**src/rtl/seq_det_pkg.sv**
```systemverilog
// Shared types and sizing helpers for the configurable serial pattern detector.
package seq_det_pkg;

    localparam int MAX_LEN_DEF = 8;
    localparam int CNT_W_DEF   = 8;

    typedef enum logic [1:0] {
        IDLE = 2'd0,
        ARM  = 2'd1,
        RUN  = 2'd2,
        DONE = 2'd3
    } state_t;

    // Width needed to hold a pattern length of 0..max_len.
    function automatic int len_width(input int max_len);
        return $clog2(max_len + 1);
    endfunction

endpackage

```
**src/rtl/seq_match_core.sv**
```systemverilog
// Bit-matching datapath: history shift register, fill counter and masked compare.
module seq_match_core
    import seq_det_pkg::*;
#(
    parameter int MAX_LEN = MAX_LEN_DEF,
    parameter int LEN_W   = len_width(MAX_LEN)
) (
    input  logic               clk,
    input  logic               rst,
    input  logic               clear,
    input  logic               shift_en,
    input  logic               in_bit,
    input  logic [MAX_LEN-1:0] pattern,
    input  logic [LEN_W-1:0]   len,
    input  logic               overlap,
    output logic               hit
);

    // The oldest history bit is never compared after the shift, so it is not stored.
    logic [MAX_LEN-2:0] hist;
    logic [MAX_LEN-1:0] hist_n;
    logic [MAX_LEN-1:0] mask;
    logic [LEN_W-1:0]   fill;
    logic [LEN_W-1:0]   fill_n;
    logic [LEN_W:0]     fill_inc;

    always_comb begin
        hist_n   = {hist, in_bit};
        fill_inc = {1'b0, fill} + (LEN_W + 1)'(1);
        fill_n   = (fill_inc > {1'b0, len}) ? len : fill_inc[LEN_W-1:0];
        mask     = '0;
        for (int i = 0; i < MAX_LEN; i++) begin
            mask[i] = (i < int'(len));
        end
        hit = shift_en && (fill_n == len) && (((hist_n ^ pattern) & mask) == '0);
    end

    always_ff @(posedge clk) begin
        if (rst || clear) begin
            hist <= '0;
            fill <= '0;
        end else if (shift_en) begin
            hist <= hist_n[MAX_LEN-2:0];
            fill <= (hit && !overlap) ? '0 : fill_n;
        end
    end

endmodule

```
**src/rtl/seq_detect_ctrl.sv**
```systemverilog
// Run-time-programmable serial pattern-detection controller: config regs, FSM,
// saturating match counter and status outputs around seq_match_core.
module seq_detect_ctrl
    import seq_det_pkg::*;
#(
    parameter int MAX_LEN = MAX_LEN_DEF,
    parameter int CNT_W   = CNT_W_DEF
) (
    input  logic                           clk,
    input  logic                           rst,
    input  logic                           cfg_we,
    input  logic [MAX_LEN-1:0]             cfg_pattern,
    input  logic [len_width(MAX_LEN)-1:0]  cfg_len,
    input  logic                           cfg_overlap,
    input  logic [CNT_W-1:0]               cfg_thresh,
    input  logic                           start,
    input  logic                           stop,
    input  logic                           in_valid,
    input  logic                           in_bit,
    output logic                           busy,
    output logic                           match,
    output logic [CNT_W-1:0]               match_cnt,
    output logic                           done,
    output logic                           cfg_err
);

    localparam int LEN_W = len_width(MAX_LEN);
    localparam logic [LEN_W-1:0] MAX_LEN_V = LEN_W'(MAX_LEN);

    state_t             state, state_n;
    logic [MAX_LEN-1:0] pattern_r;
    logic [LEN_W-1:0]   len_r;
    logic               overlap_r;
    logic [CNT_W-1:0]   thresh_r;

    logic               cfg_open, cfg_ok, start_ok, start_bad;
    logic               shift_en, core_clear, hit, reach;
    logic [CNT_W-1:0]   cnt_inc;

    // Config and start are only honoured while the datapath is quiescent; stop blocks start.
    always_comb begin
        cfg_open   = (state == IDLE) || (state == DONE);
        cfg_ok     = (cfg_len != '0) && (cfg_len <= MAX_LEN_V);
        start_ok   = cfg_open && start && !stop && (len_r != '0);
        start_bad  = cfg_open && start && !stop && (len_r == '0);
        shift_en   = (state == RUN) && in_valid && !stop;
        core_clear = (state == ARM);
        cnt_inc    = (match_cnt == {CNT_W{1'b1}}) ? match_cnt : match_cnt + CNT_W'(1);
        reach      = hit && (thresh_r != '0) && (cnt_inc == thresh_r);
    end

    seq_match_core #(
        .MAX_LEN (MAX_LEN),
        .LEN_W   (LEN_W)
    ) u_core (
        .clk      (clk),
        .rst      (rst),
        .clear    (core_clear),
        .shift_en (shift_en),
        .in_bit   (in_bit),
        .pattern  (pattern_r),
        .len      (len_r),
        .overlap  (overlap_r),
        .hit      (hit)
    );

    always_ff @(posedge clk) begin
        if (rst) begin
            state <= IDLE;
        end else begin
            state <= state_n;
        end
    end

    always_comb begin
        state_n = state;
        case (state)
            IDLE, DONE: if (start_ok) state_n = ARM;
            ARM:        state_n = stop ? IDLE : RUN;
            RUN: begin
                if (stop) begin
                    state_n = IDLE;
                end else if (reach) begin
                    state_n = DONE;
                end
            end
            default:    state_n = IDLE;
        endcase
    end

    // A rejected start or a bad write sets the error even if a good write lands the same cycle.
    always_ff @(posedge clk) begin
        if (rst) begin
            pattern_r <= '0;
            len_r     <= '0;
            overlap_r <= 1'b0;
            thresh_r  <= '0;
            cfg_err   <= 1'b0;
            match     <= 1'b0;
            match_cnt <= '0;
            done      <= 1'b0;
        end else begin
            if (cfg_open && cfg_we && cfg_ok) begin
                pattern_r <= cfg_pattern;
                len_r     <= cfg_len;
                overlap_r <= cfg_overlap;
                thresh_r  <= cfg_thresh;
            end
            if (start_bad || (cfg_open && cfg_we && !cfg_ok)) begin
                cfg_err <= 1'b1;
            end else if (cfg_open && cfg_we) begin
                cfg_err <= 1'b0;
            end
            match <= hit;
            if (start_ok) begin
                match_cnt <= '0;
                done      <= 1'b0;
            end else if (hit) begin
                match_cnt <= cnt_inc;
                if (reach) begin
                    done <= 1'b1;
                end
            end
        end
    end

    assign busy = (state == ARM) || (state == RUN);

endmodule
```
**config.mk**
```make
export PLATFORM = sky130hd
export DESIGN_NAME = seq_detect_ctrl
export DESIGN_NICKNAME = d
export VERILOG_FILES = /design/src/rtl/seq_det_pkg.sv /design/src/rtl/seq_match_core.sv /design/src/rtl/seq_detect_ctrl.sv
export SDC_FILE = /design/constraint.sdc
export NUM_CORES = 1
export LEC_CHECK = 0
export BUFFER_PORTS_ARGS = -buffer_cell sky130_fd_sc_hd__buf_2
export CAP_MARGIN = 10
export CORE_ASPECT_RATIO = 2
export CORE_MARGIN = 1
export CORE_UTILIZATION = 30
export DETAILED_ROUTE_END_ITERATION = 6
export PLACE_DENSITY = 0.54
export SKIP_LAST_GASP = 1
export SLEW_MARGIN = 20
export SYNTH_ARGS = -nofsm -noshare
export SYNTH_HDL_FRONTEND = slang
export SYNTH_SLANG_ARGS = --single-unit
```
**constraint.sdc**
```tcl
create_clock -name clk -period 3.8 [get_ports clk]
set_input_delay 0.57 -clock clk [delete_from_list [all_inputs] [get_ports clk]]
set_output_delay 0.57 -clock clk [all_outputs]
set_load 0.02 [all_outputs]
```
==> After elaboration in Yosys (flattened, before gate mapping) <==
Cells that the tools add are included.
{ "totals": {"register_bits": 45, "in_bits": 28, "output_inout_bits": 12} }
{ "op_classes": {"addsub": 2, "order_cmp": 10, "eq_ne": 8, "mux": 10, "bitwise": 2, "n_reduce_logical": 33} }
{ "op_table": {"columns": ["op", "count"], "rows": [
  ["$lt A3 B4 Y1 const A", 4],
  ["$logic_and A1 B1 Y1", 15],
  ["$add A8 B1 Y8 const B", 1],
  ["$and A8 B8 Y8", 1],
  ["$eq A8 B8 Y1", 1],
  ["$eq A8 B8 Y1 const B", 1],
  ["$logic_not A8 Y1", 1],
  ["$lt A1 B4 Y1 const A", 2],
  ["$lt A2 B4 Y1 const A", 2],
  ["$mux W2", 4],
  ["$mux W4", 2],
  ["$mux W8", 1],
  ["$reduce_bool A4 Y1", 2],
  ["$reduce_bool A8 Y1", 1],
  ["$xor A8 B8 Y8", 1],
  ["$pmux W2 S3", 1],
  ["$add A4 B1 Y5 const B", 1],
  ["$gt A5 B4 Y1", 1],
  ["$eq A2 B2 Y1 const B", 2],
  ["$eq A4 B4 Y1", 1],
  ["$le A4 B4 Y1 const B", 1],
  ["$logic_not A4 Y1", 1],
  ["$logic_or A1 B1 Y1", 4],
  ["$reduce_and A2 Y1", 2],
  ["other kinds (8)", 12]
]} }

==> Logic depth before layout (Yosys ltp) <==
{ "depth": {"depth_word": 11, "ltp_mapped": 11, "mapped_depth_nobuf": 10} }

==> Hierarchy <==
Synthesis repeated with hierarchy kept, for this count alone.
{ "unflattened": {"cells_unflattened": 298, "area_unflattened_um2": 2666.3} }
{ "modules_own_cells": {"columns": ["module", "n_inst", "cells_each", "area_per_inst_um2", "seq_area_each_um2"], "rows": [
  ["seq_detect_ctrl", 1, 209, 1809.2, 680.7],
  ["seq_match_core", 1, 89, 857.1, 220.2]
]} }

==> Worst setup path before layout <==
Ideal clock, no wire load.
{ "synth_path": {"kind": "register -> register", "from": "register u_core.fill[0]", "to": "register state[1]", "arrival_ps": 2566, "slack_ps": 1111, "stages_incl_launch_ff": 12, "n_path_buf": 1, "cell_sequence": "dfxtp_1 -> ha_1 -> xor2_2 -> ha_1 -> nand4b_1 -> nand3_1 -> a32o_1 -> buf_1 -> o211ai_4 -> a221o_1 -> o2111a_1 -> a311o_1"} }
{ "synth_between": {"elab_chain_cells": 10} }
{ "synth_lines": {"columns": ["item", "line_no", "rtl"], "rows": [
  ["from (decl)", "seq_match_core.sv:23", "logic [LEN_W-1:0] fill;"],
  ["from (signal assigned)", "seq_match_core.sv:44", "fill <= (hit && !overlap) ? '0 : fill_n;"],
  ["$add A4 B1 Y5 (*)", "seq_match_core.sv:29", "fill_inc = {1'b0, fill} + (LEN_W + 1)'(1);"],
  ["$gt A5 B4 Y1", "seq_match_core.sv:30", "fill_n = (fill_inc > {1'b0, len}) ? len : fill_inc[LEN_W-1:0];"],
  ["$mux W4 (*)", "seq_match_core.sv:30", null],
  ["$eq A4 B4 Y1 (*)", "seq_match_core.sv:35", "hit = shift_en && (fill_n == len) && (((hist_n ^ pattern) & mask) == '0);"],
  ["$logic_and A1 B1 Y1 (*) (2 in a row)", "seq_match_core.sv:35", null],
  ["$logic_and A1 B1 Y1 (*) (2 in a row)", "seq_detect_ctrl.sv:49", "reach = hit && (thresh_r != '0) && (cnt_inc == thresh_r);"],
  ["$ne A3 B3 Y1 (no line) (*)", null, null],
  ["$reduce_and A2 Y1 (no line) (*)", null, null],
  ["to (signal assigned)", "seq_detect_ctrl.sv:71", "state <= state_n;"],
  ["to (decl)", "seq_detect_ctrl.sv:30", "state_t state, state_n;"]
]} }
Every way passes the cells marked *; elsewhere a longest branch is shown, timed or not.
A chain may end at the register's enable or synchronous reset.

==> Final worst setup path <==
{ "layout_path": {"from": "register match_cnt[0]", "to": "register state[1]"} }
{ "layout_between": {"elab_chain_cells": 6, "elab_cells_between_ends": 7, "classes_between": "add/sub: 1; eq/ne: 3; mux: 1; reduce/logical: 2"} }
{ "layout_lines": {"columns": ["item", "line_no", "rtl"], "rows": [
  ["from (decl)", "seq_detect_ctrl.sv:22", "output logic [CNT_W-1:0] match_cnt,"],
  ["from (signal assigned)", "seq_detect_ctrl.sv:119", "match_cnt <= cnt_inc;"],
  ["$add A8 B1 Y8 / $eq A8 B8 Y1 (equally long branches)", "seq_detect_ctrl.sv:48", "cnt_inc = (match_cnt == {CNT_W{1'b1}}) ? match_cnt : match_cnt + CNT_W'(1);"],
  ["$mux W8 (*)", "seq_detect_ctrl.sv:48", null],
  ["$eq A8 B8 Y1 (*)", "seq_detect_ctrl.sv:49", null],
  ["$logic_and A1 B1 Y1 (*)", "seq_detect_ctrl.sv:49", null],
  ["$ne A3 B3 Y1 (no line) (*)", null, null],
  ["$reduce_and A2 Y1 (no line) (*)", null, null]
]} }
Marks and branches as above.

==> flow_metrics.py <==
metrics = {
    "run_status": {
        "status": "completed",
    },
    "detailed_routing": {
        "dr.first_iter.drc_count": 86,
        "post_drt_via_cell_ratio": 5.27,
        "drc": 0,
        "drt_first_pass_iters": 4,
        "dr_wl_met3_um": 205,
        "met2WireLength_um": 3780,
        "wirelength_um": 6660,
        "avgRoutedWirePerCell_um": 15.1,
        "top_layer": "met4",
        "vias": 2328,
        "met1Wirelength_um": 2400,
        "drtAntennaViolNets": 0,
    },
    "synthesis": {
        "synth_area_per_cell_um2": 7.99,
        "synth_cell_types": 53,
        "synthAdderAreaFrac_pct": 3.98,
        "synthCells": 315,
        "synth.yosys.seq_area_share_pct": 35.8,
        "yosys-top-cells-area": "dfxtp_1 36%, nand2_1 9.8%, a21oi_1 6.8%",
        "ys_warn_count": 0,
        "synth_top_family_by_area": "simple AND/OR/NAND/NOR gates",
        "synth_edf_count": 0,
        "async_reset_ff_share_pct": 0,
        "synth.mux.area_fraction_pct": 2.39,
        "synth_xor_area_share_pct": 9.90,
        "synth_compound_area_share_pct": 18.3,
        "synth_ff_type": "dfxtp_1",
        "netlist_area_um2": 2520,
        "synthSimpleGateAreaFrac_pct": 24.7,
        "ys_ff_latch": 45,
        "synthesis.nets": 351,
        "synth_top_area_share_pct": 35.8,
        "synth_top_area_cell": "dfxtp_1",
    },
    "flow_run": {
        "drv_cap": 0,
    },
    "finish": {
        "fill_cells": 868,
        "final_cell_mix": "66 x nand2_1, 45 x dfxtp_1, 39 x buf_2",
        "fin_cells": 442,
        "drive_above_1_share_pct": 16.8,
        "area_growth_pct": 16.8,
        "fin_util_pct": 36.7,
        "final_common_cell": "nand2_1",
        "layout.nets": 381,
        "antenna_cells": 0,
    },
    "critical_path": {
        "path_class": "reg2reg",
        "r2r_end": "state[1]",
        "critPathTopFamily": "compound AO/OA/AOI/OAI gates",
        "crit_buf_inv": 0,
        "rrSetupSlack_ps": 920,
        "path_common_cell": "or3_1",
        "cp-start-kind": "register",
        "critPathArrivalTime_ps": 3060,
        "critPathSlowestCell": "dfxtp_1",
        "worstReg2RegStart": "match_cnt[0]",
        "slowest_delay_ps": 430,
        "cp.required_ps": 3980,
        "endpoint_kind": "register",
        "path_cells": "ha_1 > nand3_2 > or3_1 > a2111oi_0 > or3_1 > o2111ai_1 > o2111a_1 > a311o_1",
        "r2r_cells": 8,
        "crit_path_max_fanout": 9,
    },
    "die": {
        "start_util_pct": 31.5,
        "die_area_um2": 8780,
        "die_w_um": 66.8,
        "die_h_um": 132,
        "rows": 46,
        "pin_count": 40,
        "core_area_um2": 8000,
    },
    "clock_tree": {
        "cts.sinks": 45,
        "root_buffer": "clkbuf_16",
        "htree_num_levels": 2,
        "cts_buffer_depth": 2,
        "ctsHoldBuffers": 0,
        "clkLatencyLatePin_ps": 290,
        "cts_tree": "done",
        "numCtsBuffers": 5,
        "ctsResizeCount": 0,
        "post_cts_buffers": 0,
        "clkTransAtPathRegs_ps": 70,
    },
    "power_and_ir_drop": {
        "p_clk_share_pct": 38.6,
        "p_int_w": 0.000918,
        "share_seq_of_total_power_pct": 41.2,
        "pwr-share-comb_pct": 20.2,
        "p_per_area_nw_per_um2": 444,
        "swShare_pct": 29.6,
        "p_leak_nw": 1.12,
        "switchingPower_w": 0.000387,
        "ir_drop_uv": 167,
    },
    "place": {
        "dpl.hpwl_um": 5060,
        "gp_congestion": 0.918,
        "dp_cells": 434,
        "io_buffer_count": 39,
    },
    "grt": {
        "overflow": 0,
        "grt.total_usage_pct": 16.5,
        "grt_pass1_wl_um": 10900,
        "grt_max_degree": 29,
        "grt_pass1_vias": 2417,
        "antenna_found_initial": 0,
    },
    "min_path": {
        "holdCritStartpoint": "overlap_r",
        "hp-class": "reg2reg",
        "holdPathStages": 2,
        "holdPathEnd": "overlap_r",
    },
    "sta": {
        "max_freq_mhz": 347,
        "slew_headroom_pct": 45.6,
        "final.setup.tns_ps": 0,
        "final.setup_skew_ps": 6.76,
        "rsz0062_at_grt": "no",
        "finalSetupViolations": 0,
        "hold-worst-slack_ps": 456,
        "hold_violations": 0,
        "fin_crit_ps": 2880,
        "period_share_pct": 75.8,
        "worstMarginPinSlew_ps": 816,
        "final-max-slew-violation-count": 0,
    },
}
[kinds of logic after synthesis]
| logic type | Yosys count |
|---|---|
| multiplexers | 6 |
| flip-flops | 45 |
| XOR/XNOR | 26 |
| AND/OR/NAND/NOR | 130 |
| adder cells (fa/ha/maj) | 8 |
| buffers and inverters | 30 |
| AO/OA/AOI/OAI | 70 |
[power by group through the flow]
stage / Clock (W) / Combinational (W) / Sequential (W)
3_3_place_gp: 0 / 0.000264 / 0.000548
4_1_cts: 0.000521 / 0.000267 / 0.000538
5_1_grt: 0.000536 / 0.000293 / 0.000543
6_report: 0.000504 / 0.000264 / 0.000538
2_1_floorplan: 0 / 0.000200 / 0.000533
3_5_place_dp: 0 / 0.000266 / 0.000549
[worst min-delay path, cell delays in order, from the launching register on]
cell and delay [ps]:
dfxtp_1 310, nand2_1 50, a21oi_1 50
[metrics by stage]
step / setup slack, ps / power (W) / instance area [um^2]
floorplan: 1110 / 0.000733 / 2520
global placement: 1020 / 0.000812 / 2770
detailed placement: 989 / 0.000814 / 2770
CTS: 961 / 0.00133 / 2940
global route: 771 / 0.00137 / 2940
finish: 919 / 0.00131 / 2940
[synth_stat cells, types with 2 or more instances]
cell,count
nand2_1,66
dfxtp_1,45
a21oi_1,34
nor2_1,23
xnor2_1,17
inv_1,12
clkbuf_1,10
o21ai_0,9
ha_1,8
nand3_1,8
nor3_1,7
xor2_1,7
buf_2,6
mux2i_1,6
a2bb2oi_1,4
nand4_1,3
or3_1,3
a2111oi_0,2
a31oi_1,2
a32o_1,2
nand3b_1,2
nor2b_1,2
nor3b_1,2
nor4_1,2
o2111ai_1,2
o31a_1,2
or2_2,2
or4_1,2
[how the worst max path moves through the flow]
stage | from | cells after the start | end
floorplan | u_core.fill[0] | 11 | state[1]
global placement | u_core.fill[2] | 10 | state[1]
detailed placement | u_core.fill[0] | 10 | state[1]
CTS | u_core.fill[0] | 10 | state[1]
global route | match_cnt[0] | 8 | state[1]
finish | match_cnt[0] | 8 | state[1]
[sequential cells by signal (all words and copies together) (netlist names), 2 cells and up]
name,cells
state,2
pattern_r,8
thresh_r,8
u_core.hist,7
match_cnt,8
len_r,4
u_core.fill,4
[layout make-up]
class	instances	area, um^2	share of cell area (%)
Tap cell	96	120	4.09
Clock inverter	3	46.3	1.58
Sequential cell	45	901	30.7
Inverter	12	45.0	1.53
Timing Repair Buffer	41	210	7.15
Multi-Input combinational cell	240	1490	50.7
Clock buffer	5	125	4.26
[per-layer routing]
metal,vias up,GRT usage [%]
met2,54,31.4
met5,-,0
li1,1150,-
met4,0,10.4
met3,17,2.60
met1,1107,15.0
Power figures use the tool's default switching activity.
